### src/rtl/data_memory_arbiter.sv
// data_memory_arbiter: round-robin arbiter sharing the single-port data memory between
// the load/store unit (port 0) and the DMA/loader (port 1), with range and alignment checks.
module data_memory_arbiter #(
    parameter int DATA_WIDTH    = 32,
    parameter int ADDRESS_WIDTH = 32,
    parameter int MEM_SIZE      = 1024
) (
    input  logic                     clk,
    input  logic                     rst,
    input  logic                     m0_req,
    input  logic                     m0_we,
    input  logic                     m0_be,
    input  logic [ADDRESS_WIDTH-1:0] m0_addr,
    input  logic [DATA_WIDTH-1:0]    m0_wdata,
    output logic                     m0_gnt,
    output logic                     m0_rvalid,
    output logic                     m0_err,
    output logic [DATA_WIDTH-1:0]    m0_rdata,
    input  logic                     m1_req,
    input  logic                     m1_we,
    input  logic                     m1_be,
    input  logic [ADDRESS_WIDTH-1:0] m1_addr,
    input  logic [DATA_WIDTH-1:0]    m1_wdata,
    output logic                     m1_gnt,
    output logic                     m1_rvalid,
    output logic                     m1_err,
    output logic [DATA_WIDTH-1:0]    m1_rdata,
    output logic [ADDRESS_WIDTH-1:0] mem_address,
    output logic [DATA_WIDTH-1:0]    mem_write_data,
    output logic                     mem_we,
    output logic                     mem_re,
    output logic                     mem_be,
    input  logic [DATA_WIDTH-1:0]    mem_read_data,
    output logic                     busy
);
    typedef enum logic [1:0] {IDLE, ISSUE, WAIT, RESP} state_t;
    state_t                   state_q;
    logic                     last_q, we_q, err_q;
    logic                     win, take, sel_we, sel_be, sel_err;
    logic [ADDRESS_WIDTH-1:0] sel_addr;
    logic [DATA_WIDTH-1:0]    sel_wdata, rd_ext;

    // last_q doubles as the owner of the transaction in flight
    always_comb begin
        win       = (m0_req && m1_req) ? !last_q : m1_req;
        take      = rst && state_q == IDLE && (m0_req || m1_req);
        sel_we    = win ? m1_we : m0_we;
        sel_be    = win ? m1_be : m0_be;
        sel_addr  = win ? m1_addr : m0_addr;
        sel_wdata = win ? m1_wdata : m0_wdata;
        sel_err   = (sel_addr >> 2) >= ADDRESS_WIDTH'(MEM_SIZE) || (!sel_be && sel_addr[1:0] != 2'b00);
        rd_ext    = mem_be ? {{(DATA_WIDTH-8){1'b0}}, mem_read_data[7:0]} : mem_read_data;
    end

    assign m0_gnt = take && !win;
    assign m1_gnt = take && win;
    assign busy   = state_q != IDLE;

    always_ff @(posedge clk or negedge rst) begin
        if (!rst) begin
            state_q        <= IDLE;
            last_q         <= 1'b1;
            we_q           <= 1'b0;
            err_q          <= 1'b0;
            mem_address    <= '0;
            mem_write_data <= '0;
            mem_we         <= 1'b0;
            mem_re         <= 1'b0;
            mem_be         <= 1'b0;
            m0_rvalid      <= 1'b0;
            m1_rvalid      <= 1'b0;
            m0_err         <= 1'b0;
            m1_err         <= 1'b0;
            m0_rdata       <= '0;
            m1_rdata       <= '0;
        end else begin
            case (state_q)
                IDLE: if (take) begin
                    state_q <= ISSUE;
                    last_q  <= win;
                    we_q    <= sel_we;
                    err_q   <= sel_err;
                    if (!sel_err) begin
                        mem_we         <= sel_we;
                        mem_re         <= !sel_we;
                        mem_be         <= sel_be;
                        mem_address    <= sel_addr;
                        mem_write_data <= sel_be ? {{(DATA_WIDTH-8){1'b0}}, sel_wdata[7:0]} : sel_wdata;
                    end
                end
                ISSUE: if (!we_q && !err_q) begin
                    state_q <= WAIT;
                end else begin
                    state_q   <= RESP;
                    mem_we    <= 1'b0;
                    mem_re    <= 1'b0;
                    m0_rvalid <= !last_q;
                    m1_rvalid <= last_q;
                    m0_err    <= !last_q && err_q;
                    m1_err    <= last_q && err_q;
                end
                WAIT: begin
                    state_q   <= RESP;
                    mem_re    <= 1'b0;
                    m0_rvalid <= !last_q;
                    m1_rvalid <= last_q;
                    m0_rdata  <= last_q ? m0_rdata : rd_ext;
                    m1_rdata  <= last_q ? rd_ext : m1_rdata;
                end
                RESP: begin
                    state_q   <= IDLE;
                    m0_rvalid <= 1'b0;
                    m1_rvalid <= 1'b0;
                    m0_err    <= 1'b0;
                    m1_err    <= 1'b0;
                end
            endcase
        end
    end
endmodule
### config.mk
export PLATFORM = sky130hd
export DESIGN_NAME = data_memory_arbiter
export DESIGN_NICKNAME = d
export VERILOG_FILES = /design/src/rtl/data_memory_arbiter.sv
export SDC_FILE = /design/constraint.sdc
export NUM_CORES = 1
export LEC_CHECK = 0
export ABC_CLOCK_PERIOD_IN_PS = 2150
export CORE_MARGIN = 2
export CORE_UTILIZATION = 37
export CTS_BUF_LIST = sky130_fd_sc_hd__clkbuf_2 sky130_fd_sc_hd__clkbuf_4 sky130_fd_sc_hd__clkbuf_8
export CTS_CLUSTER_SIZE = 28
export DETAILED_ROUTE_END_ITERATION = 7
export GPL_TIMING_DRIVEN = 0
export PLACE_DENSITY = 0.78
export SLEW_MARGIN = 20
export SYNTH_ARGS = -nofsm -noshare
export SYNTH_HDL_FRONTEND = slang
export SYNTH_SLANG_ARGS = --single-unit
export TNS_END_PERCENT = 100
### constraint.sdc
create_clock -name clk -period 2.15 [get_ports clk]
set_input_delay 0.645 -clock clk [delete_from_list [all_inputs] [get_ports clk]]
set_output_delay 0.645 -clock clk [all_outputs]
set_load 0.02 [all_outputs]
==> results of run 1 <==
[power breakdown]
part	leakage (nW)	switching, mW	internal [mW]	total [mW]
Combinational	2.62	2.29	2.26	4.55
Sequential	1.82	0.376	3.34	3.71
Clock	0.230	1.00	1.42	2.42
[stage by stage]
stage,TNS [ns],area (sq um),worst slack [ns],std cells,hold WS (ns)
2_1_floorplan,0,5920,0.00426,529,0.349
3_3_place_gp,-1139.22,9240,-6.58,1050,0.461
3_5_place_dp,-52.68,9270,-1.28,1051,0.466
4_1_cts,-0.246,9950,-0.140,1098,0.0779
5_1_grt,-0.283,10100,-0.144,1101,0.0648
6_report,-0.0763,10100,-0.0678,1101,0.0718
[area by class of cell]
class,count,area [sq um],area share
buffer,34,204,0.0201
multi-input combinational,351,2380,0.236
tap,216,270,0.0267
inverter,3,11.3,0.00111
sequential,140,3500,0.346
clock inverter,9,158,0.0156
timing repair buffer,325,3290,0.325
clock buffer,23,304,0.0300
[registers in the layout, summed over array words and instances (netlist names)]
register and count:
err_q 1, last_q 1, m0_err 1, m0_rdata 32
m0_rvalid 1, m1_err 1, m1_rdata 32, m1_rvalid 1
mem_address 32, mem_be 1, mem_re 1, mem_we 1
mem_write_data 32, state_q 2, we_q 1
[logic make-up after synthesis]
family	Yosys count
simple gates	168
compound gates	112
flops	140
buf+inv	38
mux	66
fa+ha+maj	5
[per-layer routing]
metal	vias to the layer above	global-route usage
met5	-	0
met4	0	0.0826
met3	29	0.0656
met2	242	0.426
met1	2602	0.247
li1	2521	-
[cell usage after synthesis (7+ instances only)]
cell,count,share of area
dfrtp_1,139,0.59
nand2_1,99,0.063
o21ai_0,70,0.059
mux2i_1,44,0.074
nand2b_1,25,0.026
o31ai_1,25,0.032
and2_1,21,0.022
clkbuf_1,21,0.013
mux2_2,21,0.040
nor4_1,10,0.011
buf_2,9,0.0076
nor2_1,7,0.0044
[worst max path at each step]
stage,start,endpoint,slack (ns),depth (start not counted)
6_report,last_q,m0_gnt,-0.07,5
5_1_grt,state_q[0],m0_gnt,-0.14,5
4_1_cts,state_q[1],m0_gnt,-0.14,6
3_5_place_dp,m1_req,m0_gnt,-1.28,6
3_3_place_gp,rst,m0_gnt,-6.58,4
2_1_floorplan,m1_req,m0_gnt,0.004,4
[what timing repair did]
| item | CTS | global route |
|---|---|---|
| endpoints found under the setup margin | 74 | 83 |
| pin swaps | 9 | 14 |
| resized for setup | 52 | 50 |
| setup buffers | 15 | 4 |
==> metrics.txt, run 1 <==
register area share after synthesis 0.592; Post-Syn Area 5920 sq um; grt ovf 0; DRC 0; Setup Viol. Count Final 2; via count 5394; CTS tree done; maximum number of pins on one net before global-route repair 77; Leakage 4.66 nW; Clock Latency Late Sink 0.44 ns; R2R cell count 8; DR top layer met4; Area growth, synth to finish 71.1%; Post-synth EDFFs 0; max-cap check violation count 0; Pwr Total 10.7 mW; nets@finish 1045; CP arrival 1.57 ns; total wire length 19600 um; Initial Util 0.375; DR WL met2 10700 um; cts hold-fix bufs 0; utilization after layout 0.642; asr flop ratio synth 1.00; Reg2Reg Setup Slack 0.08 ns; #FFs+latches synth 140; WL met1 7120 um; CP startpoint kind flip-flop; commonest non-fill, non-tap cell in the layout clkdlybuf4s50_1; HPWL Detailed 14700 um; peak supply drop 0.513 mV; Max clock buf depth 2; Worst Hold Class input pin to async pin; Setup Skew 0.0125 ns; Crit Path Max Fanout 10; Synth Area in Compound Gates 0.117; Crit-path slowest cell dfstp_2; kind of critical path flip-flop to output port; R2R Path End mem_re; Post-Synth Adder-Cell Area 0.0106; main combinational cell family by area after synthesis simple AND/OR/NAND/NOR gates; Yosys cell types 36; Die ar. 17000 sq um; Die X-Extent 130 um; worst reg2reg path startpoint state_q[0]; post-route clock period utilization 1.03; synth warn 0; largest stage delay on the critical path 0.56 ns; commonest cells after routing, fill and taps aside 269 x clkdlybuf4s50_1, 139 x dfrtp_1, 98 x nand2_1; post-synthesis xor/xnor area fraction 0; TritonCTS buffer count 17; FILL cells 1294; routed length per instance 17.8 um; PortBufs 305; DR pass1 iterations 4; Crit. End Element output port; number of vias per cell 4.90; RD Place Congestion 0.760; violated checks negative setup slack; status finished with violations; Rel. slew slack 0.606; Reg clk slew, reported paths 0.08 ns; Top delay family on crit path flip-flops; final hold vios 0; Mean Syn Cell Area 11.2 sq um; initial antenna violation count 0; met3 wire length 1460 um; post-route setup slack -0.0678 ns; mux contribution to synthesized area 0.116; First DRT Iteration DRCs 185; first-pass GRT wire length 29400 um; Antenna Nets Post-Route 0; Synthesized Nets 702; WP data required 1.50 ns; Cell Chain, Critical Path a21boi_4 -> buf_8 -> buf_12 -> nor2_4 -> buf_6; Site Rows 46; Clock Root Buffer clkbuf_8; die outline height 130 um; clock sinks 140; unrepaired setup endpoints after global routing true; Most used DFF post-synth dfrtp_1; post-route minimum period 2.22 ns; max-slew violations 0; I/O pin count 306; fmax 451 MHz; GR Util All Layers 0.228; Power Density 1060 nW/um^2; share of cells above drive strength 1 0.134; antenna diode count 0; core area 15800 sq um; Synth Area in Simple Gates 0.133; Bufs and invs on worst path 3; vias in the first global route 5527; Worst Tran Pin Value 0.590 ns; H-tree levels 4; Gate Count Post-Synth 529
Power figures use the tool's default switching activity.
==> run 2: changes to the inputs <==
ABC_CLOCK_PERIOD_IN_PS = 2000   (was 2150)
clock period = 2 ns   (was 2.15 ns; I/O delays follow)
==> metrics.txt, run 2 (synthesized netlist as in run 1, its figures left out) <==
unrepaired setup endpoints after global routing true (unchanged); Site Rows 46 (unchanged); post-route clock period utilization 1.08; CP arrival 1.56 ns (was 1.57 ns); Leakage 5.28 nW (was 4.66 nW); Placed Area 9280 sq um (was 9270 sq um); grt ovf 0 (unchanged); Crit-path slowest cell dfstp_2 (unchanged); Max clock buf depth 2 (unchanged); peak supply drop 0.470 mV (was 0.513 mV); Cell Int Power 6.78 mW (was 7.02 mW); antenna diode count 0 (unchanged); combinational share of power 0.417 (was 0.426); number of vias per cell 4.93 (was 4.90); commonest cells after routing, fill and taps aside 158 x clkdlybuf4s50_1, 138 x dfrtp_1, 137 x dlygate4sd2_1 (was 269 x clkdlybuf4s50_1, 139 x dfrtp_1, 98 x nand2_1); setup TNS -2.97 ns (was -0.0763 ns); share of cells above drive strength 1 0.250 (was 0.134); Worst Tran Pin Value 0.613 ns (was 0.590 ns); core area 15800 sq um (unchanged); clock sinks 140 (unchanged); Setup Viol. Count Final 60 (was 2); DRC 0 (unchanged); TritonCTS buffer count 17 (unchanged); Rel. slew slack 0.590 (was 0.606); max-slew violations 0 (unchanged); total wire length 21000 um (was 19600 um); sw power 4.10 mW (was 3.67 mW); Die X-Extent 130 um (unchanged); vias in the first global route 5675 (was 5527); Reg clk slew, reported paths 0.08 ns (about the same); GRT Max-Usage Layer met2 (unchanged); nets@finish 1063 (was 1045); H-tree levels 4 (unchanged); I/O pin count 306 (unchanged); Setup Skew 0.0133 ns (was 0.0125 ns); Sequential Power Share 0.363 (was 0.348); Power Density 997 nW/um^2 (was 1060 nW/um^2); final hold vios 0 (unchanged); Bufs and invs on worst path 3 (unchanged); Pwr Total 10.9 mW (was 10.7 mW); met1 Use GR 0.281 (was 0.247); clock group share of total power 0.220 (was 0.227); PortBufs 305 (unchanged); First DRT Iteration DRCs 196 (was 185); post-route setup slack -0.165 ns (was -0.0678 ns); via count 5518 (was 5394); initial antenna violation count 0 (unchanged); RD Place Congestion 0.762 (was 0.760); Die ar. 17000 sq um (unchanged); GR Layer Usage met2 0.433 (was 0.426); Cell Chain, Critical Path a21boi_4 -> buf_12 -> buf_12 -> nor2_4 -> buf_6 (was a21boi_4 -> buf_8 -> buf_12 -> nor2_4 -> buf_6); fin area 10900 sq um (was 10100 sq um); Critical Path Most Common Cell buf_12; CP startpoint kind flip-flop (unchanged); Clock Latency Late Sink 0.45 ns (was 0.44 ns); DR pass1 iterations 4 (unchanged); Crit Path Max Fanout 4 (was 10); sw frac 0.377 (was 0.343); die outline height 130 um (unchanged); routed length per instance 18.8 um (was 17.8 um); HPWL Detailed 14100 um (was 14700 um); Crit. End Element output port (unchanged); largest stage delay on the critical path 0.57 ns (was 0.56 ns); kind of critical path flip-flop to output port (unchanged); post-route minimum period 2.16 ns; max-cap check violation count 0 (unchanged); CTS tree done (unchanged); Worst Hold Class input pin to async pin (unchanged); first-pass GRT wire length 30600 um (was 29400 um); Top delay family on crit path flip-flops (unchanged); WP data required 1.40 ns (was 1.50 ns); maximum number of pins on one net before global-route repair 49 (was 77); Area growth, synth to finish 84.4% (was 71.1%); Clock Root Buffer clkbuf_8 (unchanged); commonest non-fill, non-tap cell in the layout clkdlybuf4s50_1 (unchanged); GR Util All Layers 0.240 (was 0.228); grt met3 use 0.0558 (was 0.0656); utilization after layout 0.692 (was 0.642); status finished with violations (unchanged); Antenna Nets Post-Route 0 (unchanged); violated checks negative setup slack (unchanged); Initial Util 0.375 (unchanged); FILL cells 1234 (was 1294); fmax 462 MHz
-- run 2: what timing repair did --
item | in CTS | in global routing
hold buffers | 2 | 0
pin swaps | 48 | 33
hold endpoints to repair | 35 | 0
buffers inserted | 18 | 9
resized for setup | 302 | 123
setup endpoints to repair | 255 | 109
cloned | 10 | 1
-- run 2: final timing paths --
check	startpoint	end	slack [ns]	cells past startpoint
min in group clk	m1_rdata[23]	m1_rdata[23]	0.48	2
min reg2reg	m1_rdata[23]	m1_rdata[23]	0.48	2
max reg2reg	state_q[1]	mem_re	-0.06	8
max in group asynchronous	rst	mem_write_data[0]	0.87	2
min	rst	err_q	0.10	2
max	last_q	m0_gnt	-0.16	5
-- run 2: per-layer routing --
metal / wire, um / vias up
met5: 0 / -
met2: 11300 / 218
met3: 1280 / 30
li1: - / 2567
met1: 8050 / 2703
met4: 440 / 0
-- run 2: through the flow --
step / setup WS (ns) / std cells / hold WS, ns
6_report: -0.165 / 1119 / 0.103
5_1_grt: -0.214 / 1119 / 0.0835
4_1_cts: -0.242 / 1113 / 0.0819
3_5_place_dp: -1.31 / 1051 / 0.465
3_3_place_gp: -6.72 / 1050 / 0.459
2_1_floorplan: -0.0428 / 529 / 0.304
-- run 2: cell type report --
class / count / area (sq um) / area share
inverters: 3 / 13.8 / 0.00126
flip-flops and latches: 140 / 3510 / 0.321
well taps: 216 / 270 / 0.0248
multi-input cells: 351 / 2890 / 0.265
plain buffers: 33 / 313 / 0.0287
clock inverters: 13 / 155 / 0.0142
repair buffers: 344 / 3500 / 0.321
clock buffers: 19 / 262 / 0.0240
-- run 2: power groups by stage --
stage                     Sequential, mW  Clock [mW]  Combinational, mW
after floorplan                     4.87           0               1.43
after global placement              4.03           0               4.53
after detailed placement            4.06           0               4.60
after CTS                           3.96        2.43               4.45
after global routing                4.05        2.57               4.95
final                               3.95        2.39               4.53
-- run 2: worst reg2reg max path: stages (launching register included) --
cell      delay (ns)
dfrtp_1         0.40
inv_2           0.09
ha_4            0.16
o211a_4         0.16
buf_6           0.11
nand4b_1        0.12
o22a_4          0.31
a221oi_4        0.31
mux2_4          0.32
